`config.mk`:
```
export PLATFORM = sky130hd
export DESIGN_NAME = serial_adder
export DESIGN_NICKNAME = d
export VERILOG_FILES = /design/src/rtl/serial_adder.sv
export SDC_FILE = /design/constraint.sdc
export NUM_CORES = 1
export LEC_CHECK = 0
export BUFFER_PORTS_ARGS = -buffer_cell sky130_fd_sc_hd__buf_2
export CAP_MARGIN = 25
export CORE_UTILIZATION = 25
export CTS_CLUSTER_DIAMETER = 60
export DETAILED_ROUTE_END_ITERATION = 7
export GPL_TIMING_DRIVEN = 0
export MAX_ROUTING_LAYER = met4
export PLACE_DENSITY = 0.52
export REMOVE_ABC_BUFFERS = 1
export SLEW_MARGIN = 20
export SYNTH_ARGS = -nofsm -noshare
export SYNTH_HDL_FRONTEND = slang
export SYNTH_SLANG_ARGS = --single-unit
```
`constraint.sdc`:
```
create_clock -name clk -period 1.55 [get_ports clk]
set_input_delay 0.31 -clock clk [delete_from_list [all_inputs] [get_ports clk]]
set_output_delay 0.31 -clock clk [all_outputs]
set_load 0.02 [all_outputs]
```
`src/rtl/serial_adder.sv`:
```
// rtl/serial_adder.sv - multi-cycle WIDTH-bit adder, BITS_PER_CYC bits per clock (optional SERIAL_ADDER_SUB_EN adds subtract)

// One full-adder cell. The ripple chain inside serial_adder is built from these cells.
module serial_adder_fa (
    input  logic a,
    input  logic b,
    input  logic ci,
    output logic s,
    output logic co
);

    assign s  = a ^ b ^ ci;
    assign co = (a & b) | (ci & (a ^ b));

endmodule

module serial_adder #(
    parameter int WIDTH        = 8,
    parameter int BITS_PER_CYC = 1
) (
    input  logic             clk,
    input  logic             rst_n,
    input  logic             in_valid,
    output logic             in_ready,
    input  logic [WIDTH-1:0] a,
    input  logic [WIDTH-1:0] b,
    input  logic             cin,
`ifdef SERIAL_ADDER_SUB_EN
    input  logic             sub,
`endif
    output logic             out_valid,
    input  logic             out_ready,
    output logic [WIDTH-1:0] sum,
    output logic             cout,
    output logic             overflow
);

    localparam int STEPS = WIDTH / BITS_PER_CYC;
    localparam int CNT_W = (STEPS > 1) ? $clog2(STEPS) : 1;
    localparam logic [CNT_W-1:0] LAST_STEP = CNT_W'(STEPS - 1);

    // Reject parameter sets where the chunks would not tile the operand exactly.
    if ((WIDTH < 2) || (BITS_PER_CYC < 1) || ((WIDTH % BITS_PER_CYC) != 0)) begin : g_bad_param
        $error("serial_adder: BITS_PER_CYC must divide WIDTH and WIDTH must be >= 2");
    end

    typedef enum logic [1:0] {
        S_IDLE = 2'd0,
        S_RUN  = 2'd1,
        S_DONE = 2'd2
    } state_t;

    state_t           state_q;
    logic [WIDTH-1:0] a_q;
    logic [WIDTH-1:0] b_q;
    logic [WIDTH-1:0] acc_q;
    logic [WIDTH-1:0] sum_q;
    logic [CNT_W-1:0] cnt_q;
    logic             carry_q;
    logic             cout_q;
    logic             ovf_q;
    logic             in_ready_q;
    logic             out_valid_q;

    logic [WIDTH-1:0]      a_d;
    logic [WIDTH-1:0]      b_d;
    logic [WIDTH-1:0]      acc_d;
    logic [BITS_PER_CYC:0] chain_c;
    logic [BITS_PER_CYC-1:0] chunk_s;
    logic [WIDTH-1:0]      b_load;
    logic                  carry_load;

    // Operand B and the starting carry as they are captured at accept.
`ifdef SERIAL_ADDER_SUB_EN
    assign b_load     = sub ? ~b : b;
    assign carry_load = sub ? 1'b1 : cin;
`else
    assign b_load     = b;
    assign carry_load = cin;
`endif

    // Ripple chain over the current low chunk of both operand shift registers.
    assign chain_c[0] = carry_q;
    for (genvar i = 0; i < BITS_PER_CYC; i++) begin : g_fa
        serial_adder_fa u_fa (
            .a  (a_q[i]),
            .b  (b_q[i]),
            .ci (chain_c[i]),
            .s  (chunk_s[i]),
            .co (chain_c[i+1])
        );
    end

    // Operands shift right so the next chunk sits at bit 0; results enter from the MSB side,
    // so after STEPS chunks the first chunk has landed at the bottom of the accumulator.
    assign a_d   = a_q >> BITS_PER_CYC;
    assign b_d   = b_q >> BITS_PER_CYC;
    assign acc_d = WIDTH'({chunk_s, acc_q} >> BITS_PER_CYC);

    // Control FSM with registered handshake outputs; result registers only change on the last step.
    always_ff @(posedge clk or negedge rst_n) begin
        if (!rst_n) begin
            state_q     <= S_IDLE;
            a_q         <= '0;
            b_q         <= '0;
            acc_q       <= '0;
            sum_q       <= '0;
            cnt_q       <= '0;
            carry_q     <= 1'b0;
            cout_q      <= 1'b0;
            ovf_q       <= 1'b0;
            in_ready_q  <= 1'b1;
            out_valid_q <= 1'b0;
        end else begin
            case (state_q)
                S_IDLE: begin
                    if (in_valid && in_ready_q) begin
                        a_q        <= a;
                        b_q        <= b_load;
                        carry_q    <= carry_load;
                        acc_q      <= '0;
                        cnt_q      <= '0;
                        in_ready_q <= 1'b0;
                        state_q    <= S_RUN;
                    end
                end
                S_RUN: begin
                    a_q     <= a_d;
                    b_q     <= b_d;
                    acc_q   <= acc_d;
                    carry_q <= chain_c[BITS_PER_CYC];
                    cnt_q   <= cnt_q + CNT_W'(1);
                    if (cnt_q == LAST_STEP) begin
                        sum_q       <= acc_d;
                        cout_q      <= chain_c[BITS_PER_CYC];
                        // The final chunk holds the MSB, so its top internal carry is the carry into bit WIDTH-1.
                        ovf_q       <= chain_c[BITS_PER_CYC-1] ^ chain_c[BITS_PER_CYC];
                        out_valid_q <= 1'b1;
                        state_q     <= S_DONE;
                    end
                end
                S_DONE: begin
                    if (out_ready) begin
                        out_valid_q <= 1'b0;
                        in_ready_q  <= 1'b1;
                        state_q     <= S_IDLE;
                    end
                end
                default: begin
                    out_valid_q <= 1'b0;
                    in_ready_q  <= 1'b1;
                    state_q     <= S_IDLE;
                end
            endcase
        end
    end

    assign in_ready  = in_ready_q;
    assign out_valid = out_valid_q;
    assign sum       = sum_q;
    assign cout      = cout_q;
    assign overflow  = ovf_q;

endmodule

```
; ---- After elaboration in Yosys (flattened, before gate mapping)
; Index checks and enable logic that the tools add are counted.
[word_totals]
output_inout_bits = 12
wordCells = 54
in_bits = 21
regBits = 42
[op_classes]
n_mux = 20
n_reduce_logical = 8
eq_ne = 6
bitwise = 8
n_addsub = 1
[op_table]
columns = cell, count
row1 = 8-bit one-hot mux with 2 select lines, 3
row2 = 8-bit 2-to-1 mux, 3
row3 = 3-bit AND reduction, 3
row4 = 2-bit 2-to-1 mux, 3
row5 = 2-bit inequality test (second input constant), 3
row6 = 1-bit one-hot mux with 3 select lines, 2
row7 = 2-bit one-hot mux with 3 select lines, 1
row8 = 3-bit one-hot mux with 2 select lines, 1
row9 = 1-bit 2-to-1 mux, 5
row10 = 2-bit AND reduction, 2
row11 = 3-bit by 1-bit adder with 3-bit output (second input constant), 1
row12 = 3-bit == test (second input constant), 1
row13 = 3-bit 2-to-1 mux, 1
row14 = 1-bit bitwise XOR, 3
row15 = 1-bit AND, 2
row16 = 2-bit by 1-bit == test with 1-bit output (second input constant), 1
row17 = 2-bit == test (second input constant), 1
row18 = 2-bit logical NOT, 1
row19 = 1-bit inverter, 2
row20 = 1-bit one-hot mux with 2 select lines, 1
row21 = 2-bit nonzero test, 1
row22 = 1-bit logical AND, 1
row23 = 1-bit bitwise OR, 1

; ---- Logic depth before layout (Yosys ltp)
; Gate-level depths: netlist of run 1.
[depth]
word_depth = 4
ltp_mapped = 6
depth_no_buf = 5

; ---- Modules after synthesis
; From an unflattened synthesis of run 1, not the netlist that was laid out.
[unflattened]
cells_unflattened = 145
hier_area_um2 = 1813.0
[by_module_without_submodules]
columns = mod, area_per_inst_um2, instances, cells_each, seq_area_each_um2
row1 = serial_adder, 1793.0, 1, 144, 1027.2
row2 = serial_adder_fa, 20.0, 1, 1, 0.0

; ---- Least setup slack after synthesis of run 1
; No wires, ideal clock.
[synth_path]
path_kind = register -> register
start = register cnt_q[0]
end = register sum_q[0], in the netlist sum[0]
arrival_ns = 1.425
setup_ns = 0.125
period_less_slack_ns = 1.550
stages_incl_launch_ff = 6
path_slack_ns = 0.000
path_buffers = 1
required_time_ns = 1.425
cell_sequence = dfrtp_1 ha_1 ha_1 nand3b_1 buf_2 mux2_2
[synth_via]
elab_chain_cells = 2
[synth_lines]
columns = element, line_no
row1 = "start, declared", 58  ; logic [CNT_W-1:0] cnt_q;
row2 = "start signal, assigned", 132  ; cnt_q <= cnt_q + CNT_W'(1);
row3 = 3-bit == test, 133  ; if (cnt_q == LAST_STEP) begin
row4 = 2-bit AND reduction (no line), --
row5 = "end signal, assigned", 107  ; sum_q <= '0;
row6 = "end signal, assigned", 134  ; sum_q <= acc_d;
row7 = "end, declared", 57  ; logic [WIDTH-1:0] sum_q;
; Every way passes these cells.
; A chain may end at the register's enable or synchronous reset.

; ---- Worst setup path after layout of run 1
[layout_path]
start = register cnt_q[1]
end = register cout_q, in the netlist cout
[layout_via]
elab_chain_cells = 2
[layout_lines]
columns = element, line_no
row1 = 3-bit == test, 133
row2 = 2-bit AND reduction (no line), --
row3 = "end signal, assigned", 135  ; cout_q <= chain_c[BITS_PER_CYC];
row4 = "end, declared", 60  ; logic cout_q;
; Every way passes these cells.

==> out/qor.csv, run 1 <==
metric,value,unit
run_status,"complete, no violations",
setup_viol,0,
grt_pass1_vias,1253,
clockBufferDepth,2,
grt_pass1_wl,6240,µm
max_cap_violations,0,
ioPinCount,33,
clk_latency,0.29,ns
drive_above_1_share,41.1,%
hpwl,2210,µm
dieArea,7600,µm²
synth_cell_types,26,
drtIter0Drc,45,
fin_ws,0.0575,ns
cp_slowest_cell,dfrtp_1,
met2_usage,16.7,%
finalMaxSlewViolations,0,
slew_headroom,76.8,%
grt_max_degree,42,
fill_cells,727,
gp_congestion,0.777,
areaGrowthSynthToFinish,27.1,%
cp_cell_sequence,ha_2 -> ha_4 -> nand3b_1 -> buf_6 -> mux2_2,
p_comb_share,37.7,%
chipHeight,87.2,µm
p_int,2.62,mW
cp.required,1.72,ns
dpl_cell_area,2020,µm²
ys_warn_count,0,
period_needed,1.49,ns
busiest_layer,met2,
max_slew.worst_pin.slew,0.348,ns
cts_tree,yes,
syn_inst,145,
fin_area,2300,µm²
rrSetupSlack,0.06,ns
critPathArrivalTime,1.66,ns
portBuffers,32,
clkTransAtPathRegs,0.08,ns
post_layout_nonfiller_instances,286,
hp-class,input port to flip-flop,
cts_inserted_buffers,5,
grt_use_met3,3.13,%
viasPerCell,4.42,
avgSynthCellArea,12.5,µm²
fin_nets,213,
finalHoldViolCount,0,
period_share,96.3,%
diodes,0,
power_leakage,1.07,nW
setup.worst_path.start_class,flip-flop,
p_sw_share,34.7,%
antenna_found_initial,0,
fp-row-count,30,
pre_cts_slack,-0.584,ns
core_area,6910,µm²
track_usage,11.2,%
fin_skew,0.0104,ns
root_buffer,clkbuf_8,
synth_area,1810,µm²
switching_power,1.39,mW
power.density,1740,nW/µm²
crit_path_end_kind,flip-flop,
seqPwrFrac,44.0,%
multi_input_area,757,µm²
grt_overflow_total,0,
ir_drop,0.000642,V
die_w,87.2,µm
drt_wl_total,3780,µm
total_power,4.01,mW
ys_seq_elements,41,
ys_seq_area_share,56.7,%
antenna_left,0,
cts-htree-levels,2,
drc,0,
area.sequential,1030,µm²
cts_sinks,41,
critPathKind,flip-flop to flip-flop,
global_route.usage.met1,15.0,%
vias,1263,
cpPeakStageDelay,0.39,ns
p_clk_share,18.3,%
dp_cells,262,
drt_pass1_iterations,4,
rsz0062_at_grt,no,
wl_per_cell,13.2,µm
crit_fanout,6,
initial_core_util,26.3,%
max_freq,670,MHz
[layer usage]
layer | vias to the layer above | routed length [µm]
met3 | 2 | 183
li1 | 610 | -
met5 | - | 0
met2 | 29 | 1680
met1 | 622 | 1890
met4 | 0 | 20
[state kept, by name, summed over array words and instances, names as in the netlist]
signal     count
a_q            8
b_q            8
sum            8
acc_q          7
cnt_q          3
state_q        2
carry_q        1
cout           1
in_ready       1
out_valid      1
overflow       1
[critical path, delay by kind of cell (launching register included)]
family                   cells  cell delay [ns]
flip-flops                   1             0.39
adder cells (fa/ha/maj)      2             0.35
multiplexers                 1             0.33
buffers and inverters        1             0.16
AND/OR/NAND/NOR              1             0.15
[placed cells by master, fill, tap and decap left out, drive strengths merged]
cell type,count
a21o,1
clkbuf,6
dfstp,1
nand3b,1
xnor2,1
mux2,14
a22o,9
nor4b,1
nand2,6
nor2b,2
and4b,1
or2,1
nand2b,1
ha,2
nor2,5
buf,46
fa,1
dlygate4sd3,1
clkinv,2
a21oi,5
mux2i,13
nor3,1
dfrtp,40
o21ai,29
[cells in the mapped netlist]
cell type	number	area (µm²)
o21ai_0	29	145
clkbuf_1	2	7.51
a21oi_1	4	20.0
dfstp_2	1	26.3
mux2_4	2	30.0
buf_6	4	45.0
nor2b_4	1	13.8
a21o_1	1	7.51
mux2_2	12	135
ha_1	2	25.0
clkbuf_2	1	5.00
dfrtp_1	40	1000
and4b_1	1	10.0
nand2b_1	1	6.26
or2_1	1	6.26
nor2_1	5	18.8
nor4b_1	1	8.76
mux2i_1	13	130
a21oi_2	1	8.76
nor3_1	1	5.00
buf_2	4	20.0
nand2_1	6	22.5
a22o_1	9	78.8
xnor2_1	1	8.76
fa_1	1	20.0
nand3b_1	1	7.51
[layout make-up]
cell class | instances | share of cell area [%]
multi-input cells | 94 | 32.8
well taps | 96 | 5.21
repair buffers | 47 | 13.0
clock inverters | 2 | 0.597
flip-flops and latches | 41 | 44.8
clock buffers | 6 | 3.58
[kinds of logic (layout without fill, tap and decap cells)]
logic type	after synthesis	count (layout)	synth area share [%]
xor gates and xnor gates	1	1	0.483
buffers and inverters	11	55	4.28
AOI/OAI and AO/OA	44	44	14.4
and+or+nand+nor	18	19	5.45
muxes	27	27	16.3
DFF	41	41	56.7
adders and majority gates	3	3	2.48
[timing repair]
action                     4_1_cts  5_1_grt
hold endpoints to repair         0       13
gates cloned                     2        0
hold buffers                     0        1
buffers inserted                 8        6
pin swaps                        0        1
setup endpoints to repair       37       21
resized for setup               13        4
[metrics by stage]
step / hold WS [ns] / utilization [%] / setup TNS, ns
final: 0.257 / 33.4 / 0
after global placement: 0.461 / 29.2 / -15.97
after detailed placement: 0.468 / 29.2 / -15.13
after floorplan: 0.0144 / - / -0.600
after global routing: 0.265 / 33.4 / 0
after CTS: 0.179 / 32.8 / 0
[path summary, 6_finish.rpt]
path,start,endpoint,depth (start not counted)
worst max-delay path,cnt_q[1]$_DFFE_PN0P_,cout$_DFFE_PN0P_,5
worst min-delay path,out_ready,in_ready$_DFFE_PN1P_,3
worst max register to register,cnt_q[1]$_DFFE_PN0P_,cout$_DFFE_PN0P_,5
worst min register to register,overflow$_DFFE_PN0P_,overflow$_DFFE_PN0P_,2
max in group asynchronous,rst_n,in_ready$_DFFE_PN1P_,3
min in group asynchronous,rst_n,sum[4]$_DFFE_PN0P_,2
[power by group through the flow]
stage                     logic [mW]  registers (mW)  clock network (mW)
after floorplan                0.857            1.84                   0
after global placement          1.30            1.77                   0
after detailed placement        1.33            1.78                   0
after CTS                       1.47            1.77               0.768
after global routing            1.69            1.83               0.812
final                           1.51            1.76               0.734
No activity file was read; power rests on OpenSTA's default activity.
==> run 2: changes to the inputs <==
- MAX_ROUTING_LAYER: met4 -> not set
==> run 2 against run 1 <==
  * Wire length is 0.13% lower
  * Hold slack worse by 0.0035 ns
  * Register-to-register slack hardly changed
  * Critical path type unchanged
  * Largest cell class unchanged
==> out/qor.csv, run 2 (synthesized netlist as in run 1, its figures left out) <==
metric,value,unit,change
period_needed,1.49,ns,-0.000916 ns
track_usage,10.8,%,-0.32 points
multi_input_area,757,µm²,unchanged
cpPeakStageDelay,0.39,ns,about the same
die_w,87.2,µm,unchanged
slew_headroom,76.5,%,-0.28 points
hpwl,2210,µm,unchanged
portBuffers,32,,unchanged
setup.worst_path.start_class,flip-flop,,
initial_core_util,26.3,%,unchanged
crit_fanout,6,,unchanged
diodes,0,,unchanged
cts-htree-levels,2,,unchanged
antenna_left,0,,unchanged
mostFrequentLayoutCells,"dfrtp_1 (38), buf_2 (32), o21ai_0 (29)",,
period_share,96.2,%,about the same
hp-class,input port to flip-flop,,
cts_sinks,41,,unchanged
fp-row-count,30,,unchanged
root_buffer,clkbuf_8,,
timing.setup.tns,0,ns,unchanged
drc,0,,unchanged
rsz0062_at_grt,no,,
clkTransAtPathRegs,0.08,ns,about the same
critPathKind,flip-flop to flip-flop,,
grt_max_degree,42,,unchanged
cts_inserted_buffers,5,,unchanged
run_status,"complete, no violations",,
drt_pass1_iterations,4,,unchanged
vias,1264,,+0.079%
fill_cells,727,,unchanged
max_slew.worst_pin.slew,0.352,ns,+0.00427 ns
finalMaxSlewViolations,0,,unchanged
setup_viol,0,,unchanged
viasPerCell,4.42,,about the same
fin_ws,0.0584,ns,+0.000916 ns
power_leakage,1.07,nW,unchanged
cp_cell_sequence,ha_2 -> ha_4 -> nand3b_1 -> buf_6 -> mux2_2,,
ir_drop,0.000647,V,+0.84%
grt_pass1_vias,1250,,-0.24%
cp_slowest_cell,dfrtp_1,,
crit_path_end_kind,flip-flop,,
cts_tree,yes,,
area.sequential,1030,µm²,unchanged
areaGrowthSynthToFinish,27.1,%,unchanged
drt_wl_total,3770,µm,-0.13%
fin_nets,213,,unchanged
path_delay_family,flip-flops,,
gp_congestion,0.767,,-1.3%
grt_overflow_total,0,,unchanged
grt_pass1_wl,6240,µm,+0.11%
cp.required,1.72,ns,about the same
clk_latency,0.29,ns,about the same
max_freq,670,MHz,about the same
final_common_cell,dfrtp_1,,
drtIter0Drc,56,,+24%
clockBufferDepth,2,,unchanged
drive_above_1_share,41.1,%,unchanged
finalHoldViolCount,0,,unchanged
ioPinCount,33,,unchanged
wl_per_cell,13.2,µm,-0.13%
antenna_found_initial,0,,unchanged
dieArea,7600,µm²,unchanged
pre_cts_slack,-0.584,ns,unchanged
critical_path_buf_inv_count,1,,unchanged
max_cap_violations,0,,unchanged
power.density,1740,nW/µm²,+0.20%
core_area,6910,µm²,unchanged
fin_skew,0.0103,ns,-0.000144 ns
critPathArrivalTime,1.66,ns,about the same
chipHeight,87.2,µm,unchanged
## run 2: worst min-delay path: stages
cell,delay [ns]
buf_2,0.08
nor3_1,0.04
nor2_1,0.08
## run 2: per-layer routing
metal | GRT usage [%] | vias to the layer above | wire length [µm]
met5 | 0 | - | 0
met3 | 3.13 | 2 | 179
met2 | 16.7 | 29 | 1660
met4 | 2.68 | 0 | 17
li1 | - | 608 | -
met1 | 15.0 | 625 | 1920
## run 2: report_power, final
group / switching (mW) / internal (mW)
clock: 0.377 / 0.361
combinational: 0.753 / 0.763
sequential: 0.270 / 1.49
## run 2: path summary, 6_finish.rpt
check                      cells after the start  slack, ns                   end                  from
max reg2reg                                    5       0.06      cout$_DFFE_PN0P_  cnt_q[1]$_DFFE_PN0P_
min in group asynchronous                      2       0.45    sum[4]$_DFFE_PN0P_                 rst_n
max                                            5       0.06      cout$_DFFE_PN0P_  cnt_q[1]$_DFFE_PN0P_
max in group asynchronous                      3       0.57  in_ready$_DFFE_PN1P_                 rst_n
min reg2reg                                    2       0.48  overflow$_DFFE_PN0P_  overflow$_DFFE_PN0P_
min                                            3       0.25  in_ready$_DFFE_PN1P_             out_ready
## run 2: layout make-up
| cell class | count | share of cell area [%] |
|---|---|---|
| sequential | 41 | 44.8 |
| tap | 96 | 5.21 |
| multi-input combinational | 94 | 32.8 |
| clock inverter | 2 | 0.597 |
| clock buffer | 6 | 3.58 |
| timing repair buffer | 47 | 13.0 |
## run 2: repair_timing
item,in CTS,in global routing
pin swaps,0,1
gates cloned,2,0
endpoints found under the setup margin,37,21
setup buffers,8,6
endpoints found under the hold margin,0,13
resized for setup,13,4
hold buffers,0,1
## run 2: per-stage QoR
stage | hold WS (ns) | util, % | area, µm² | cells | total power [mW]
after detailed placement | 0.468 | 29.2 | 2020 | 262 | 3.10
after global routing | 0.265 | 33.4 | 2300 | 286 | 4.33
after CTS | 0.179 | 32.8 | 2260 | 280 | 4.01
final | 0.254 | 33.4 | 2300 | 286 | 4.02
after global placement | 0.461 | 29.2 | 2020 | 262 | 3.07
after floorplan | 0.0144 | - | 1740 | 134 | 2.70
==> run 3: changes to the inputs <==
- CORE_ASPECT_RATIO: not set -> 2
==> run 3 against run 2 <==
  * Power grew 11%
  * Maximum frequency rose by 0.17%
  * Non-clock buffer count decreased by 5
  * Register-to-register slack hardly changed
  * Utilization increased by 0.10 points
  * Die area rose by 0.26%
  * Hold slack improved by 0.014 ns
  * Global-route usage is 0.45 points higher
  * Critical path depth is 2 lower
  * Sequential power about the same
  * Clock-buffer cell count increased by 1
  * Critical endpoint is now b_q[6]$_DFFE_PN0P_
==> out/qor.csv, run 3 (synthesized netlist as in run 1, its figures left out) <==
metric,value,unit,change
run_status,"complete, no violations",,
antenna_found_initial,0,,unchanged
fp-row-count,43,,+43%
areaGrowthSynthToFinish,29.1,%,
die_w,62.2,µm,-29%
cp.required,1.71,ns,about the same
hold_end,in_ready$_DFFE_PN1P_,,
grt_pass1_wl,6530,µm,+4.5%
cts_sinks,41,,unchanged
critPathArrivalTime,1.65,ns,about the same
drtIter0Drc,28,,-50%
clockBufferDepth,2,,unchanged
fill_cells,752,,+3.4%
setup_viol,0,,unchanged
min_from,out_ready,,
fin_area,2340,µm²,+1.6%
clkTransAtPathRegs,0.05,ns,-0.03 ns
ioPinCount,33,,unchanged
min_path_cells,3,,unchanged
core_area,6990,µm²,+1.3%
whs,0.268,ns,+0.0145 ns
antenna_left,0,,unchanged
track_usage,11.3,%,+0.45 points
root_buffer,clkbuf_16,,
timing.setup.tns,0,ns,unchanged
drive_above_1_share,38.9,%,-2.1 points
max_slew.worst_pin.slew,0.387,ns,+0.0349 ns
power_leakage,1.08,nW,+0.39%
critPathKind,flip-flop to flip-flop,,
setup.worst_path.start_class,flip-flop,,
rrSetupSlack,0.06,ns,about the same
dieArea,7620,µm²,+0.26%
drt_pass1_iterations,4,,unchanged
drc,0,,unchanged
slew_headroom,74.2,%,-2.3 points
r2r-start,state_q[1]$_DFFE_PN0P_,,
cts-htree-levels,2,,unchanged
mostFrequentLayoutCells,"dfrtp_1 (38), buf_2 (32), o21ai_0 (29)",,
finalMaxSlewViolations,0,,unchanged
gp_congestion,0.683,,-11%
crit_fanout,14,,+8
rsz0062_at_grt,no,,
period_share,96.1,%,-0.16 points
fin_nets,208,,-2.3%
total_power,4.48,mW,+11%
hp-class,input port to flip-flop,,
fin_skew,0.00301,ns,-0.00725 ns
diodes,0,,unchanged
ir_drop,0.000944,V,+46%
drt_wl_total,3930,µm,+4.2%
dpl_cell_area,2010,µm²,-0.37%
hpwl,2410,µm,+9.1%
crit_path_end_kind,flip-flop,,
max_cap_violations,0,,unchanged
max_freq,672,MHz,+0.17%
final_common_cell,dfrtp_1,,
clk_latency,0.28,ns,about the same
grt_max_degree,42,,unchanged
post_layout_nonfiller_instances,275,,-3.8%
grt_pass1_vias,1275,,+2.0%
cts_tree,yes,,
dp_cells,256,,-2.3%
grt_overflow_total,0,,unchanged
power.density,1910,nW/µm²,+9.8%
wl_per_cell,14.3,µm,+8.4%
viasPerCell,4.56,,+3.1%
vias,1253,,-0.87%
initial_core_util,25.9,%,-0.33 points
ff2ff_path_depth,3,,-2
finalHoldViolCount,0,,unchanged
chipHeight,122,µm,+40%
period_needed,1.49,ns,-0.00246 ns
r2r_end,b_q[6]$_DFFE_PN0P_,,
portBuffers,32,,unchanged
cts_inserted_buffers,5,,unchanged
[run 3: cell count changes in the layout (fill, tap and decap cells not counted), sizes merged]
| cell | before | now |
|---|---|---|
| buf | 46 | 41 |
| clkinv | 2 | 0 |
| bufinv | 0 | 1 |
| clkbuf | 6 | 7 |
[run 3: worst max-delay path, stage by stage (launching register included)]
cell,delay (ns)
dfrtp_4,0.57
nor2b_4,0.23
mux2_4,0.31
mux2_2,0.26
[run 3: where the power goes]
| part | switching, mW | internal, mW |
|---|---|---|
| Combinational | 0.742 | 0.762 |
| Sequential | 0.281 | 1.50 |
| Clock | 0.393 | 0.804 |
[run 3: per-stage QoR]
| step | util, % | setup WS (ns) |
|---|---|---|
| 2_1_floorplan | - | -0.255 |
| 3_3_place_gp | 28.7 | -0.595 |
| 3_5_place_dp | 28.7 | -0.595 |
| 4_1_cts | 33.4 | -0.00983 |
| 5_1_grt | 33.5 | 0.00865 |
| 6_report | 33.5 | 0.0608 |
[run 3: repair_timing]
action                                  CTS  global route
endpoints found under the hold margin     0            15
gates resized for setup                  12             3
endpoints found under the setup margin   37            28
hold buffers                              0             1
buffers inserted                          7             2
pin swaps                                 0             1
cloned                                    2             0
[run 3: worst max-delay path by stage]
stage | from | to | slack, ns | depth (start not counted)
floorplan | state_q[1]$_DFFE_PN0P_ | b_q[6]$_DFFE_PN0P_ | -0.25 | 3
global placement | state_q[1]$_DFFE_PN0P_ | carry_q$_DFFE_PN0P_ | -0.59 | 3
detailed placement | state_q[1]$_DFFE_PN0P_ | carry_q$_DFFE_PN0P_ | -0.59 | 3
CTS | cnt_q[0]$_DFFE_PN0P_ | cout$_DFFE_PN0P_ | -0.01 | 6
global route | cnt_q[0]$_DFFE_PN0P_ | sum[3]$_DFFE_PN0P_ | 0.009 | 5
finish | state_q[1]$_DFFE_PN0P_ | b_q[6]$_DFFE_PN0P_ | 0.06 | 3
[run 3: layout make-up]
class                   instances  area (µm²)  share of cell area, %
flip-flops and latches         41        1030                   44.1
multi-input cells              94         753                   32.2
repair buffers                 42         270                   11.5
clock buffers                   7         143                   6.09
well taps                      90         113                   4.81
clock inverters                 1        30.0                   1.28
[run 3: routing by layer]
| layer | GRT usage [%] | vias up | routed length [µm] |
|---|---|---|---|
| met1 | 13.2 | 617 | 1620 |
| li1 | - | 604 | - |
| met4 | 5.23 | 0 | 73 |
| met3 | 2.42 | 8 | 127 |
| met2 | 19.6 | 24 | 2110 |
| met5 | 0 | - | 0 |
